[config.mk]
export PLATFORM = sky130hd
export DESIGN_NAME = seq_shift_unit_flat
export DESIGN_NICKNAME = d
export VERILOG_FILES = /design/src/rtl/seq_shift_if.sv /design/src/rtl/seq_shift_unit.sv /design/src/flat_wrapper.sv
export SDC_FILE = /design/constraint.sdc
export NUM_CORES = 1
export LEC_CHECK = 0
export CAP_MARGIN = 20
export CORE_AREA = 2 2 50 52
export DETAILED_ROUTE_END_ITERATION = 6
export DIE_AREA = 0 0 52 54
export PLACE_DENSITY_LB_ADDON = 0.15
export SYNTH_ARGS = -nofsm -noshare
export SYNTH_HDL_FRONTEND = slang
export SYNTH_SLANG_ARGS = --single-unit
[constraint.sdc]
create_clock -name clk -period 2 [get_ports clk]
set_input_delay 0.2 -clock clk [delete_from_list [all_inputs] [get_ports clk]]
set_output_delay 0.2 -clock clk [all_outputs]
set_load 0.02 [all_outputs]
[src/rtl/seq_shift_if.sv]
// Request/result handshake bundle for seq_shift_unit.
// SHIFT_FLAGS_EN adds the carry_out/zero/ovf result flags.
interface seq_shift_if #(
  parameter int WIDTH   = 8,
  parameter int SHAMT_W = 3
);
  logic               in_valid;
  logic               in_ready;
  logic [WIDTH-1:0]   din;
  logic [2:0]         mode;
  logic [SHAMT_W-1:0] shamt;
  logic               out_valid;
  logic               out_ready;
  logic [WIDTH-1:0]   dout;
  logic               busy;
`ifdef SHIFT_FLAGS_EN
  logic               carry_out;
  logic               zero;
  logic               ovf;
`endif

  modport master (
    output in_valid, din, mode, shamt, out_ready,
`ifdef SHIFT_FLAGS_EN
    input  carry_out, zero, ovf,
`endif
    input  in_ready, out_valid, dout, busy
  );

  modport slave (
    input  in_valid, din, mode, shamt, out_ready,
`ifdef SHIFT_FLAGS_EN
    output carry_out, zero, ovf,
`endif
    output in_ready, out_valid, dout, busy
  );
endinterface

[src/rtl/seq_shift_unit.sv]
// Multi-cycle shift/rotate engine: one single-bit step per clock, valid/ready in and out.
// Optional macro SHIFT_FLAGS_EN adds registered carry_out/zero/ovf result flags.
module seq_shift_unit #(
  parameter int WIDTH   = 8,
  parameter int SHAMT_W = 3
) (
  input  logic    clk,
  input  logic    rst_,
  seq_shift_if.slave io
);
  localparam logic [2:0] M_LSR = 3'b000, M_LSL = 3'b001, M_ASR = 3'b010,
                         M_ASL = 3'b011, M_ROR = 3'b100, M_ROL = 3'b101;

  typedef enum logic [1:0] {IDLE, SHIFT, DONE} state_t;

  state_t             state;
  logic [WIDTH-1:0]   work, nxt;
  logic [2:0]         md;
  logic [SHAMT_W-1:0] cnt;
  logic               in_rdy, out_vld, bsy;

  // Single step of the latched operation applied to the working register.
  always_comb begin
    nxt = work;
    case (md)
      M_LSR:        nxt = {1'b0, work[WIDTH-1:1]};
      M_LSL, M_ASL: nxt = {work[WIDTH-2:0], 1'b0};
      M_ASR:        nxt = {work[WIDTH-1], work[WIDTH-1:1]};
      M_ROR:        nxt = {work[0], work[WIDTH-1:1]};
      M_ROL:        nxt = {work[WIDTH-2:0], work[WIDTH-1]};
      default:      nxt = work;
    endcase
  end

  always_ff @(posedge clk or negedge rst_) begin
    if (!rst_) begin
      state   <= IDLE;
      work    <= '0;
      md      <= '0;
      cnt     <= '0;
      in_rdy  <= 1'b1;
      out_vld <= 1'b0;
      bsy     <= 1'b0;
    end else begin
      case (state)
        IDLE: if (io.in_valid) begin
          work   <= io.din;
          md     <= io.mode;
          cnt    <= io.shamt;
          in_rdy <= 1'b0;
          bsy    <= 1'b1;
          // Zero shifts and pass-through modes skip straight to the result.
          if (io.shamt != '0 && !(io.mode[2] && io.mode[1])) begin
            state <= SHIFT;
          end else begin
            state   <= DONE;
            out_vld <= 1'b1;
          end
        end
        SHIFT: begin
          work <= nxt;
          cnt  <= cnt - SHAMT_W'(1);
          if (cnt == SHAMT_W'(1)) begin
            state   <= DONE;
            out_vld <= 1'b1;
          end
        end
        DONE: if (io.out_ready) begin
          state   <= IDLE;
          out_vld <= 1'b0;
          in_rdy  <= 1'b1;
          bsy     <= 1'b0;
        end
        default: state <= IDLE;
      endcase
    end
  end

  assign io.in_ready  = in_rdy;
  assign io.out_valid = out_vld;
  assign io.busy      = bsy;
  assign io.dout      = work;

`ifdef SHIFT_FLAGS_EN
  logic cout, f_carry, f_zero, f_ovf;

  // Bit leaving the register this step; for rotates it is the bit that wraps.
  always_comb begin
    cout = 1'b0;
    case (md)
      M_LSR, M_ASR, M_ROR:        cout = work[0];
      M_LSL, M_ASL, M_ROL:        cout = work[WIDTH-1];
      default:                    cout = 1'b0;
    endcase
  end

  always_ff @(posedge clk or negedge rst_) begin
    if (!rst_) begin
      f_carry <= 1'b0;
      f_zero  <= 1'b0;
      f_ovf   <= 1'b0;
    end else begin
      case (state)
        IDLE: if (io.in_valid) begin
          f_carry <= 1'b0;
          f_ovf   <= 1'b0;
          f_zero  <= (io.din == '0);
        end
        SHIFT: begin
          f_carry <= cout;
          if (md == M_ASL && nxt[WIDTH-1] != work[WIDTH-1]) f_ovf <= 1'b1;
          f_zero <= (nxt == '0);
        end
        default: ;
      endcase
    end
  end

  assign io.carry_out = f_carry;
  assign io.zero      = f_zero;
  assign io.ovf       = f_ovf;
`endif
endmodule

[src/flat_wrapper.sv]
// flat-port wrapper written by rule: the top's interface ports become plain ports
module seq_shift_unit_flat 
#(
  parameter int WIDTH   = 8,
  parameter int SHAMT_W = 3
)
  (clk, rst_, io_in_valid, io_din, io_mode, io_shamt, io_out_ready, io_in_ready, io_out_valid, io_dout, io_busy);
  seq_shift_if #(.WIDTH(WIDTH), .SHAMT_W(SHAMT_W)) io_i ();
  input  logic clk;
  input  logic rst_;
  input wire logic [$bits(io_i.in_valid)-1:0] io_in_valid;
  input wire logic [$bits(io_i.din)-1:0] io_din;
  input wire logic [$bits(io_i.mode)-1:0] io_mode;
  input wire logic [$bits(io_i.shamt)-1:0] io_shamt;
  input wire logic [$bits(io_i.out_ready)-1:0] io_out_ready;
  output wire logic [$bits(io_i.in_ready)-1:0] io_in_ready;
  output wire logic [$bits(io_i.out_valid)-1:0] io_out_valid;
  output wire logic [$bits(io_i.dout)-1:0] io_dout;
  output wire logic [$bits(io_i.busy)-1:0] io_busy;
  assign io_i.in_valid = io_in_valid;
  assign io_i.din = io_din;
  assign io_i.mode = io_mode;
  assign io_i.shamt = io_shamt;
  assign io_i.out_ready = io_out_ready;
  assign io_in_ready = io_i.in_ready;
  assign io_out_valid = io_i.out_valid;
  assign io_dout = io_i.dout;
  assign io_busy = io_i.busy;
  seq_shift_unit #(.WIDTH(WIDTH), .SHAMT_W(SHAMT_W)) u_core (.clk(clk), .rst_(rst_), .io(io_i));
endmodule
# Word level (Yosys, flattened, before mapping)
# Cells that the tools add are included.
word_totals:
  inputBits: 18
  wordCells: 61
  ff_bits: 19
op_classes:
  mux: 20
  n_eq_ne: 15
  reduce_logical: 17
  n_addsub: 1
ops:
  columns: ["op", "n"]
  rows:
  - ["one-hot mux 8 bit (5 select lines)", 1]
  - ["one-hot mux 8 bit (2 select lines)", 1]
  - ["AND reduction 3 bit", 3]
  - ["2-to-1 mux 2 bit", 4]
  - ["2-to-1 mux 8 bit", 1]
  - ["inequality test 2 bit, second input constant", 4]
  - ["2-to-1 mux 1 bit", 7]
  - ["equality test 3 x 1 -> 1 bit, second input constant", 2]
  - ["equality test 3 x 2 -> 1 bit, second input constant", 2]
  - ["equality test 3 bit, second input constant", 2]
  - ["inequality test 6 bit, second input constant", 1]
  - ["one-hot mux 2 bit (3 select lines)", 1]
  - ["one-hot mux 3 bit (2 select lines)", 1]
  - ["nonzero test 3 bit", 2]
  - ["inequality test 5 bit, second input constant", 1]
  - ["AND reduction 5 bit", 1]
  - ["one-hot mux 1 bit (2 select lines)", 2]
  - ["AND reduction 2 bit", 2]
  - ["AND reduction 4 bit", 1]
  - ["nonzero test 2 bit", 2]
  - ["logical NOT 3 bit", 1]
  - ["2-to-1 mux 3 bit", 1]
  - ["one-hot mux 1 bit (3 select lines)", 1]
  - ["subtractor 3 x 1 -> 3 bit, second input constant", 1]
  - ["other kinds (7)", 8]

# Logic depth before layout (Yosys ltp)
# Gate-level depths: netlist (run 1).
logic_depth:
  word_depth: 6
  depth_mapped: 5
  ltp_nobuf: 5

# Worst setup path after synthesis (run 1)
# OpenSTA, ideal clock, no wires.
synth_path:
  path_kind: "register to register"
  start: "register u_core.md[2]"
  end: "register u_core.work[2], in the netlist u_core.io.dout[2]"
  n_path_buf: 1
  t_arrival_ps: 1177
  path_slack_ps: 705
  setup_time_ps: 118
  stages_incl_launch_ff: 6
  synth_period_minus_slack_ps: 1295
  t_required_ps: 1882
  cell_sequence: "dfrtp_1 > buf_6 > a21boi_4 > mux2i_1 > a221oi_1 > a21o_1"
synth_between:
  elab_chain_len: 4
  elab_cells_between_ends: 11
  classes_between: "eq/ne (6); mux (2); reduce/logical (3)"
synth_lines:
  columns: ["element", "line", "rtl"]
  rows:
  - ["from (decl)", "seq_shift_unit.sv:18", "logic [2:0] md;"]
  - ["from (signal assigned)", "seq_shift_unit.sv:48", "md <= io.mode;"]
  - ["equality test 3 x 1 -> 1 bit or equality test 3 x 2 -> 1 bit (tied branches)", "seq_shift_unit.sv:25", "case (md)"]
  - ["OR reduction 2 bit", "seq_shift_unit.sv:25", null]
  - ["one-hot mux 8 bit (5 select lines) or inequality test 6 bit (tied branches)", null, null]
  - ["one-hot mux 8 bit (2 select lines) or AND reduction 3 bit (tied branches)", null, null]
  - ["to (signal assigned)", "seq_shift_unit.sv:47", "work <= io.din;"]
  - ["to (signal assigned)", "seq_shift_unit.sv:61", "work <= nxt;"]
  - ["to (decl)", "seq_shift_unit.sv:17", "logic [WIDTH-1:0] work, nxt;"]
# Parallel ways exist; a longest one is shown, timed or not.
# A chain may end at the register's enable or synchronous reset.

# Worst setup path after layout (run 1)
layout_path:
  start: "register u_core.in_rdy, in the netlist u_core.io.in_ready"
  end: "output port io_in_ready"
layout_lines:
  columns: ["element", "line", "rtl"]
  rows:
  - ["from (decl)", "seq_shift_unit.sv:20", "logic in_rdy, out_vld, bsy;"]
  - ["from (signal assigned)", "seq_shift_unit.sv:41", "in_rdy <= 1'b1;"]
  - ["from (signal assigned)", "seq_shift_unit.sv:50", "in_rdy <= 1'b0;"]
  - ["from (signal assigned)", "seq_shift_unit.sv:71", "in_rdy <= 1'b1;"]
  - ["to (decl)", "flat_wrapper.sv:16", "output wire logic [$bits(io_i.in_ready)-1:0] io_in_ready;"]
# No word-level cell between the ends.

==> qor.txt, run 1 <==
======================================================================================
Crit path capture type                                                      output pin
Worst Setup Start Kind                                                       flip-flop
Stages on worst setup path                                                           1
Final count of hold timing violations                                                0
Number of antenna repair diodes                                                      0
Pin count of the biggest net entering global routing                                20
Unrepaired setup endpoints after global routing                                  false
Site row count                                                                      18
Portion of synthesized cell area occupied by the leading cell type               40.9%
Kind of path behind the tightest hold check                                in -> async
Post-route clock period utilization                                              83.6%
Vias after detailed routing                                                        936
# Max-Cap Violations                                                                 0
Slowest stage cell on the critical path                                   sky130_fd_sc_hd__clkdlybuf4s50_1
Total congestion overflow                                                            0
Crit path time final                                                           1.67 ns
Combinational cell fraction of total power                                       53.6%
Category of the critical setup timing path                                  reg -> out
Post-synth top flop                                                       sky130_fd_sc_hd__dfrtp_1
Clock skew                                                                  0.00354 ns
Grt met2 use                                                                     33.3%
Share of layout cells above drive strength 1                                     7.04%
Clock buffers created by TritonCTS                                                   3
Pre-antenna DRT Iters                                                                4
Fill count                                                                         196
Wire length of the first global-routing pass                                   3980 um
Synthesized net count                                                              133
Count of cells resized by post-cts repair                                            0
Number of buffers inserted by port buffering                                        28
DRC violation count after routing                                                    0
Buffers inserted by post-CTS timing repair                                           0
Routed length per instance                                                     14.0 um
Post-route cell area                                                          1420 um2
Number of hold-repair buffers added at the cts stage                                 0
Commonest cells after routing, fill and taps aside                        sky130_fd_sc_hd__clkdlybuf4s50_1 (28), sky130_fd_sc_hd__dfrtp_1 (18), sky130_fd_sc_hd__nand2_1 (12), sky130_fd_sc_hd__inv_1 (10), sky130_fd_sc_hd__a21oi_1 (8)
Number of warnings issued by yosys                                                   0
Power density normalized to cell area                                      1610 nW/um2
# setup viols final                                                                  0
Clock-pin transition on the worst setup and hold timing paths                  0.12 ns
Top-level I/O count                                                                 29
Number of DRC markers after the initial detailed-route iteration                    16
Share of power burned in registers                                               37.3%
Buffer type at the clock tree root                                        sky130_fd_sc_hd__clkbuf_4
Placeable core region                                                         2320 um2
Largest stage delay on the critical path                                       0.60 ns
Sw Ratio                                                                         43.5%
Weighted congestion reported at the end of routability-driven placement          0.797
CP arrival                                                                     1.47 ns
Most common cell after layout, fill and taps aside                        sky130_fd_sc_hd__clkdlybuf4s50_1
Count of cells along the worst register-to-register path                             5
Peak supply drop                                                                819 uV
Die outline height                                                               54 um
Clock latency of the later-clocked register in the worst-skew pair             0.30 ns
Setup TNS Final                                                                   0 ns
Number of register bits inferred by synthesis                                       19
Status                                                                    complete, no violations
Ys async rst share                                                                100%
Number of buffer and inverter instances along the worst setup path                   1
Synth unique cells                                                                  34
Portion of the post-synthesis area used by sequential elements                   43.2%
TritonCTS Sinks                                                                     19
Initial antenna violation count                                                      0
Final HPWL from detailed placement                                             1760 um
Clk network pwr share                                                             9.1%
Critical Path Fanout Max                                                             3
Maximum achievable frequency                                                 0.598 GHz
Cell type with the largest total area after synthesis                     sky130_fd_sc_hd__dfrtp_1
Setup crit end                                                             io_in_ready
Met1 capacity usage during global routing                                        25.1%
Detail-routed via count per cell                                                  5.44
Number of nets still failing antenna checks after routing                            0
Reg2reg setup slack                                                            0.44 ns
Met3 layer usage reported by global route                                        1.94%
Required time worst endpoint                                                   1.80 ns
Count of pins over their slew limit                                                  0
Synthesis-to-finish area growth                                                  28.5%
Routed Wire Length                                                             2410 um
Total die area                                                                2810 um2
Vias in the first global route                                                     922
Number of flops mapped to enable cells by yosys                                      0
Placed cell areas                                                             1390 um2
Cell count after synthesis                                                         113
Top delay family on crit path                                             buffers and inverters
Total GRT Usage                                                                  19.4%
Mean cell area of the mapped netlist                                          9.75 um2
H-tree Lvls                                                                          1
Static power due to leakage                                                   0.630 nW
Worst r2r src                                                             u_core.state[0]
Reg-to-Reg End                                                            u_core.io.dout[7]
Max-slew headroom at the worst pin                                               60.5%
Transition time at the pin with the least slew margin                         0.592 ns
Width of the die                                                                 52 um
Cell-internal power                                                            1.29 mW
Synth area leaders                                                        sky130_fd_sc_hd__dfrtp_1 (41%), sky130_fd_sc_hd__mux2i_1 (5.4%), sky130_fd_sc_hd__a221oi_1 (4.8%), sky130_fd_sc_hd__a21o_1 (4.1%), sky130_fd_sc_hd__nand2_1 (4.1%)
Clock tree from TritonCTS                                                         done
Most used routing layer in global routing                                         met2
Cell area after synthesis                                                     1100 um2
Initial core utilization                                                         47.5%
Number of nets in the layout                                                       163
Switching Power                                                               0.993 mW
CP Cell Sequence                                                          clkdlybuf4s50_1
Clk buf depth                                                                        2
Origin of the worst setup path                                            u_core.io.in_ready
======================================================================================
==> flip-flops by register name, indices dropped and copies added, names as in the netlist <==
name and count:
u_core.cnt 3, u_core.io.busy 1, u_core.io.dout 8, u_core.io.in_ready 1, u_core.io.out_valid 1, u_core.md 3, u_core.state 2
==> area by class of cell <==
type                            instances  area (um2)  area share [%]
Clock buffer                            3        22.5            1.59
Tap cell                               30        37.5            2.65
Clock inverter                          1        5.00           0.353
Multi-Input combinational cell         78         534            37.7
Sequential cell                        19         477            33.7
Timing Repair Buffer                   31         303            21.4
Inverter                               10        37.5            2.65
==> power by group through the flow <==
stage          combinational, mW  clock [mW]  sequential [mW]
6_report                    1.22       0.207            0.851
2_1_floorplan              0.822           0            0.880
4_1_cts                     1.24       0.209            0.852
3_5_place_dp                1.23           0            0.860
3_3_place_gp                1.20           0            0.851
5_1_grt                     1.37       0.233            0.886
==> how the worst min path moves through the flow <==
stage	startpoint	end	slack [ns]	cells after the start
2_1_floorplan	rst_	u_core.cnt[0]	-0.1	0
3_3_place_gp	u_core.io.in_ready	u_core.io.in_ready	0.46	2
3_5_place_dp	u_core.io.in_ready	u_core.io.in_ready	0.48	2
4_1_cts	rst_	u_core.md[0]	0.22	2
5_1_grt	rst_	u_core.io.dout[7]	0.24	2
6_report	rst_	u_core.io.dout[7]	0.22	2
==> stage by stage <==
| step | util, % | total power, mW | cells | worst slack, ns | hold slack, ns |
|---|---|---|---|---|---|
| floorplan | - | 1.70 | 113 | 0.705 | -0.0956 |
| global placement | 59.9 | 2.06 | 168 | 0.342 | 0.455 |
| detailed placement | 59.9 | 2.09 | 168 | 0.302 | 0.482 |
| CTS | 61.1 | 2.30 | 172 | 0.322 | 0.218 |
| global route | 61.1 | 2.49 | 172 | 0.297 | 0.240 |
| finish | 61.1 | 2.28 | 172 | 0.329 | 0.215 |
==> per-layer routing <==
layer | part of all wire (%) | vias to the layer above
li1 | - | 467
met1 | 48 | 442
met2 | 46 | 25
met3 | 4.8 | 2
met4 | 0.50 | 0
met5 | 0 | -
==> cells in the mapped netlist (2+ instances only) <==
library cell	instances
sky130_fd_sc_hd__a221oi_1	6
sky130_fd_sc_hd__o21ai_1	6
sky130_fd_sc_hd__mux2i_1	6
sky130_fd_sc_hd__nand2b_1	2
sky130_fd_sc_hd__a21o_1	6
sky130_fd_sc_hd__nand2_1	12
sky130_fd_sc_hd__mux2_1	3
sky130_fd_sc_hd__buf_4	2
sky130_fd_sc_hd__o22a_1	2
sky130_fd_sc_hd__nor2b_1	2
sky130_fd_sc_hd__a21oi_1	8
sky130_fd_sc_hd__inv_1	10
sky130_fd_sc_hd__ha_1	2
sky130_fd_sc_hd__nor2_1	6
sky130_fd_sc_hd__o21ai_0	2
sky130_fd_sc_hd__dfrtp_1	18
sky130_fd_sc_hd__buf_6	3
==> logic make-up after synthesis <==
| group | Yosys count | synth area share [%] |
|---|---|---|
| adder cells (fa/ha/maj) | 2 | 2.27 |
| AO/OA/AOI/OAI | 41 | 26.6 |
| multiplexers | 9 | 8.51 |
| flip-flops | 19 | 43.2 |
| AND/OR/NAND/NOR | 26 | 11.1 |
| buffers and inverters | 16 | 8.29 |
No activity file was read; power rests on OpenSTA's default activity.
==> run 2: changes to the inputs <==
--- a/config.mk
+++ b/config.mk
@@ -6,9 +6,9 @@
 export NUM_CORES = 1
 export LEC_CHECK = 0
 export CAP_MARGIN = 20
-export CORE_AREA = 2 2 50 52
+export CORE_AREA = 2 2 52 54
 export DETAILED_ROUTE_END_ITERATION = 6
-export DIE_AREA = 0 0 52 54
+export DIE_AREA = 0 0 54 56
 export PLACE_DENSITY_LB_ADDON = 0.15
 export SYNTH_ARGS = -nofsm -noshare
 export SYNTH_HDL_FRONTEND = slang
==> constraint.sdc (replaced) <==
create_clock -name clk -period 1.62 [get_ports clk]
set_input_delay 0.162 -clock clk [delete_from_list [all_inputs] [get_ports clk]]
set_output_delay 0.162 -clock clk [all_outputs]
set_load 0.02 [all_outputs]
==> qor.txt, run 2 (same netlist as run 1, synthesis figures left out) <==
======================================================================================
Status                                                                    complete, no violations
Synthesis-to-finish area growth                                                  31.7%
Crit path time final                                                           1.50 ns
Power density normalized to cell area                                      1960 nW/um2   +21%
Width of the die                                                                 54 um   +3.8%
Vias in the first global route                                                     984   +6.7%
Most common cell after layout, fill and taps aside                        sky130_fd_sc_hd__clkdlybuf4s50_1
Static power due to leakage                                                   0.655 nW   +4.0%
Post-route clock period utilization                                              92.8%
Met1 capacity usage during global routing                                        23.3%   -1.8 points
Number of buffer and inverter instances along the worst setup path                   1   unchanged
# setup viols final                                                                  0   unchanged
Setup TNS Final                                                                   0 ns   unchanged
Fill count                                                                         218   +11%
TritonCTS Sinks                                                                     19   unchanged
Final HPWL from detailed placement                                             1900 um   +8.0%
# Max-Cap Violations                                                                 0   unchanged
Met3 layer usage reported by global route                                        2.69%   +0.74 points
H-tree Lvls                                                                          1   unchanged
Weighted congestion reported at the end of routability-driven placement          0.860   +7.9%
Wire length of the first global-routing pass                                   4220 um   +5.9%
Unrepaired setup endpoints after global routing                                  false
Initial antenna violation count                                                      0   unchanged
Number of antenna repair diodes                                                      0   unchanged
Detail-routed via count per cell                                                  5.38   -1.2%
Clk buf depth                                                                        2   unchanged
Peak supply drop                                                               1110 uV   +35%
Die outline height                                                               56 um   +3.7%
Clock skew                                                                  0.00277 ns   -0.000770 ns
Crit path capture type                                                      output pin
Max FFs per register                                                                 8   unchanged
Site row count                                                                      18   unchanged
Slowest stage cell on the critical path                                   sky130_fd_sc_hd__clkdlybuf4s50_1
Most used routing layer in global routing                                         met2
Maximum achievable frequency                                                 0.665 GHz
Number of buffers inserted by port buffering                                        28   unchanged
Clock-pin transition on the worst setup and hold timing paths                  0.11 ns   about the same
Total die area                                                                3020 um2   +7.7%
Pre-antenna DRT Iters                                                                4   unchanged
DRC violation count after routing                                                    0   unchanged
Number of nets still failing antenna checks after routing                            0   unchanged
Clock latency of the later-clocked register in the worst-skew pair             0.29 ns   about the same
Routed length per instance                                                     13.7 um   -2.1%
Top-level I/O count                                                                 29   unchanged
Commonest cells after routing, fill and taps aside                        sky130_fd_sc_hd__clkdlybuf4s50_1 (27), sky130_fd_sc_hd__dfrtp_1 (18), sky130_fd_sc_hd__nand2_1 (12), sky130_fd_sc_hd__inv_1 (10)
Slack of the critical path                                                    0.117 ns   -0.212 ns
Share of layout cells above drive strength 1                                     9.52%   +2.5 points
Worst Setup Start Kind                                                       flip-flop
Total congestion overflow                                                            0   unchanged
Count of pins over their slew limit                                                  0   unchanged
Routed Wire Length                                                             2430 um   +0.75%
Number of DRC markers after the initial detailed-route iteration                    16   unchanged
Initial core utilization                                                         45.3%   -2.2 points
Critical Path Fanout Max                                                             5   +2
Final count of hold timing violations                                                0   unchanged
Clock buffers created by TritonCTS                                                   3   unchanged
Max-slew headroom at the worst pin                                               72.8%   +12 points
Pin count of the biggest net entering global routing                                13   -35%
Number of nets in the layout                                                       168   +3.1%
Worst slack, placed                                                          0.0709 ns   -0.231 ns
Transition time at the pin with the least slew margin                         0.405 ns   -0.187 ns
Largest stage delay on the critical path                                       0.63 ns   +0.03 ns
Top delay family on crit path                                             buffers and inverters
Post-route cell area                                                          1450 um2   +2.5%
Buffer type at the clock tree root                                        sky130_fd_sc_hd__clkbuf_4
Required time worst endpoint                                                   1.46 ns   -0.34 ns
Clock tree from TritonCTS                                                         done
CP Cell Sequence                                                          clkdlybuf4s50_1
Placeable core region                                                         2430 um2   +4.9%
Category of the critical setup timing path                                  reg -> out
Grt met2 use                                                                     30.1%   -3.2 points
Vias after detailed routing                                                        952   +1.7%
Total GRT Usage                                                                  18.3%   -1.1 points
Kind of path behind the tightest hold check                                in -> async
CP arrival                                                                     1.34 ns   -0.13 ns
Number of hold-repair buffers added at the cts stage                                 0   unchanged
Placed cell areas                                                             1430 um2   +2.7%
======================================================================================
run 2: cell count changes in the layout (fill, tap and decap cells not counted):
| cell | delta |
|---|---|
| sky130_fd_sc_hd__dlygate4sd2_1 | +1 |
| sky130_fd_sc_hd__buf_4 | +5 |
| sky130_fd_sc_hd__clkbuf_1 | +1 |
| sky130_fd_sc_hd__clkdlybuf4s50_1 | -1 |
| sky130_fd_sc_hd__clkinv_2 | -1 |
run 2: worst paths after layout:
check / depth (start not counted) / from / slack [ns] / end
max in group asynchronous: 2 / rst_ / 0.96 / u_core.io.out_valid
worst max register to register: 4 / u_core.md[1] / 0.18 / u_core.io.dout[2]
min in group clk: 2 / io_mode[0] / 0.47 / u_core.md[0]
worst min-delay path: 1 / rst_ / 0.15 / u_core.md[1]
worst max-delay path: 1 / u_core.io.dout[6] / 0.12 / io_dout[6]
worst min register to register: 2 / u_core.io.in_ready / 0.47 / u_core.io.in_ready
run 2: timing repair:
action	CTS	global route
setup buffers	0	0
gates resized for setup	1	0
setup endpoints to repair	1	0
endpoints found under the hold margin	0	0
run 2: layout make-up:
type / instances / area, um2 / area share [%]
clock buffers: 4 / 26.3 / 1.81
flip-flops and latches: 19 / 477 / 32.8
well taps: 30 / 37.5 / 2.59
multi-input cells: 78 / 534 / 36.8
inverters: 10 / 37.5 / 2.59
repair buffers: 36 / 339 / 23.4
run 2: metal layers:
metal	vias to the layer above	share of wire, %	routed length [um]
met1	456	45	1090
met3	2	4.4	106
li1	478	-	-
met4	0	0.78	19
met5	-	0	0
met2	16	50	1210
run 2: where the power goes:
group / leakage [nW] / internal [mW] / total (mW) / switching [mW]
sequential: 0.224 / 0.724 / 1.00 / 0.278
clock: 0.0150 / 0.0957 / 0.238 / 0.143
combinational: 0.416 / 0.817 / 1.60 / 0.782
total: 0.655 / 1.64 / 2.84 / 1.20
run 2: stage by stage:
step                power [mW]  std cells  hold WS (ns)  utilization, %
finish                    2.84        177         0.151            59.7
global route              3.10        177         0.157            59.7
CTS                       2.87        177         0.144            59.7
detailed placement        2.63        173         0.460            58.6
global placement          2.61        173         0.456            58.6
floorplan                 2.10        113        -0.134               -
==> run 3: changes to the inputs <==
--- a/config.mk
+++ b/config.mk
@@ -10,6 +10,7 @@
 export DETAILED_ROUTE_END_ITERATION = 6
 export DIE_AREA = 0 0 54 56
 export PLACE_DENSITY_LB_ADDON = 0.15
+export SETUP_SLACK_MARGIN = 0.05
 export SYNTH_ARGS = -nofsm -noshare
 export SYNTH_HDL_FRONTEND = slang
 export SYNTH_SLANG_ARGS = --single-unit
==> qor.txt, run 3 (same netlist as run 1, synthesis figures left out) <==
======================================================================================
Crit path capture type                                                      output pin
Unrepaired setup endpoints after global routing                                  false
Width of the die                                                                 54 um   unchanged
Reg2reg setup slack                                                            0.18 ns   about the same
Pre-antenna DRT Iters                                                                4   unchanged
Status                                                                    complete, no violations
Number of nets in the layout                                                       168   unchanged
Count of cells along the worst register-to-register path                             4   unchanged
CP arrival                                                                     1.33 ns   about the same
Setup TNS Final                                                                   0 ns   unchanged
Number of buffer and inverter instances along the worst setup path                   1   unchanged
Clock buffers created by TritonCTS                                                   3   unchanged
Number of nets still failing antenna checks after routing                            0   unchanged
Number of buffers inserted by port buffering                                        28   unchanged
CP Cell Sequence                                                          clkdlybuf4s50_1
Weighted congestion reported at the end of routability-driven placement          0.860   unchanged
Most common cell after layout, fill and taps aside                        sky130_fd_sc_hd__clkdlybuf4s50_1
Worst r2r src                                                             u_core.md[1]
DRC violation count after routing                                                    0   unchanged
Worst Setup Start Kind                                                       flip-flop
Detail-routed via count per cell                                                  5.37   -0.21%
Largest stage delay on the critical path                                       0.62 ns   about the same
Critical Path Fanout Max                                                             4   -1
Commonest cells after routing, fill and taps aside                        sky130_fd_sc_hd__clkdlybuf4s50_1 (26), sky130_fd_sc_hd__dfrtp_1 (18), sky130_fd_sc_hd__nand2_1 (12), sky130_fd_sc_hd__inv_1 (10)
Wire length of the first global-routing pass                                   4220 um   unchanged
Kind of path behind the tightest hold check                                in -> async
Clock latency of the later-clocked register in the worst-skew pair             0.29 ns   about the same
Buffer type at the clock tree root                                        sky130_fd_sc_hd__clkbuf_4
Share of layout cells above drive strength 1                                     10.2%   +0.68 points
Total congestion overflow                                                            0   unchanged
Count of pins over their slew limit                                                  0   unchanged
TritonCTS Sinks                                                                     19   unchanged
Initial antenna violation count                                                      0   unchanged
Synthesis-to-finish area growth                                                  32.1%
Total die area                                                                3020 um2   unchanged
Buffers inserted by post-CTS timing repair                                           0   unchanged
Setup crit end                                                              io_dout[0]
Vias in the first global route                                                     984   unchanged
Vias after detailed routing                                                        950   -0.21%
Clock skew                                                                  0.00317 ns   +0.000400 ns
Worst slack, placed                                                          0.0709 ns   unchanged
Crit path time final                                                           1.49 ns   -0.0105 ns
Transition time at the pin with the least slew margin                         0.405 ns   unchanged
Category of the critical setup timing path                                  reg -> out
Clk buf depth                                                                        2   unchanged
Reg-to-Reg End                                                            u_core.io.dout[2]
Slack of the critical path                                                    0.127 ns   +0.0105 ns
Max FFs per register                                                                 8   unchanged
Max-slew headroom at the worst pin                                               72.8%   unchanged
Final count of hold timing violations                                                0   unchanged
Die outline height                                                               56 um   unchanged
Routed Wire Length                                                             2440 um   +0.25%
Total GRT Usage                                                                  18.3%   unchanged
Top delay family on crit path                                             buffers and inverters
# Max-Cap Violations                                                                 0   unchanged
H-tree Lvls                                                                          1   unchanged
Slowest stage cell on the critical path                                   sky130_fd_sc_hd__clkdlybuf4s50_1
Final HPWL from detailed placement                                             1900 um   unchanged
Site row count                                                                      18   unchanged
Clock tree from TritonCTS                                                         done
Pin count of the biggest net entering global routing                                13   unchanged
# setup viols final                                                                  0   unchanged
Required time worst endpoint                                                   1.46 ns   about the same
Placeable core region                                                         2430 um2   unchanged
Power density normalized to cell area                                      1950 nW/um2   -0.24%
Origin of the worst setup path                                            u_core.io.dout[0]
Initial core utilization                                                         45.3%   unchanged
Post-route clock period utilization                                              92.1%   -0.65 points
Clock-pin transition on the worst setup and hold timing paths                  0.11 ns   about the same
Static power due to leakage                                                   0.667 nW   +1.8%
Peak supply drop                                                               1110 uV   about the same
Number of antenna repair diodes                                                      0   unchanged
Top-level I/O count                                                                 29   unchanged
Maximum achievable frequency                                                 0.670 GHz   +0.70%
Stages on worst setup path                                                           1   unchanged
Routed length per instance                                                     13.8 um   +0.25%
Number of DRC markers after the initial detailed-route iteration                    15   -1
======================================================================================
==> run 3: per-stage QoR <==
step                      hold WS (ns)  cells  cell area (um2)  total power [mW]  utilization, %
after floorplan                 -0.134    113             1100              2.10               -
after global placement           0.456    173             1430              2.61            58.6
after detailed placement         0.460    173             1430              2.63            58.6
after CTS                        0.144    177             1450              2.87            59.7
after global routing             0.157    177             1460              3.10            59.9
final                            0.150    177             1460              2.84            59.9
==> run 3: where the power goes <==
group / internal [mW] / switching, mW / total (mW)
sequential: 0.724 / 0.279 / 1.00
clock: 0.0957 / 0.143 / 0.239
combinational: 0.818 / 0.782 / 1.60
==> run 3: worst register-to-register path: stages (launching register included) <==
cell	delay (ns)
sky130_fd_sc_hd__dfrtp_1	0.49
sky130_fd_sc_hd__a21boi_4	0.33
sky130_fd_sc_hd__mux2i_1	0.26
sky130_fd_sc_hd__a221oi_1	0.10
sky130_fd_sc_hd__a21o_1	0.17
==> run 3: area by class of cell <==
type / count / area, um2
sequential: 19 / 477
timing repair buffer: 36 / 342
fill: 216 / 976
clock buffer: 4 / 26.3
multi-input combinational: 78 / 537
inverter: 10 / 37.5
tap: 30 / 37.5
==> run 3: worst min-delay path by stage <==
stage                       start                 end  slack [ns]
3_5_place_dp   u_core.io.in_ready  u_core.io.in_ready        0.46
3_3_place_gp   u_core.io.in_ready  u_core.io.in_ready        0.46
6_report                     rst_        u_core.md[1]        0.15
5_1_grt                      rst_        u_core.md[0]        0.16
2_1_floorplan                rst_       u_core.cnt[0]       -0.13
4_1_cts                      rst_        u_core.md[0]        0.14
==> run 3: timing repair <==
item                       4_1_cts  5_1_grt
gates resized for setup          1        2
setup endpoints to repair        1        2
hold buffers                     0        0
gates cloned                     0        0
==> run 3: layer usage <==
layer	global-route usage [%]	vias up	part of all wire (%)	wire, um
met5	0	-	0	0
met4	7.50	0	0.78	19
met3	2.69	2	4.4	108
met2	30.1	16	50	1220
met1	23.3	454	45	1090
li1	-	478	-	-
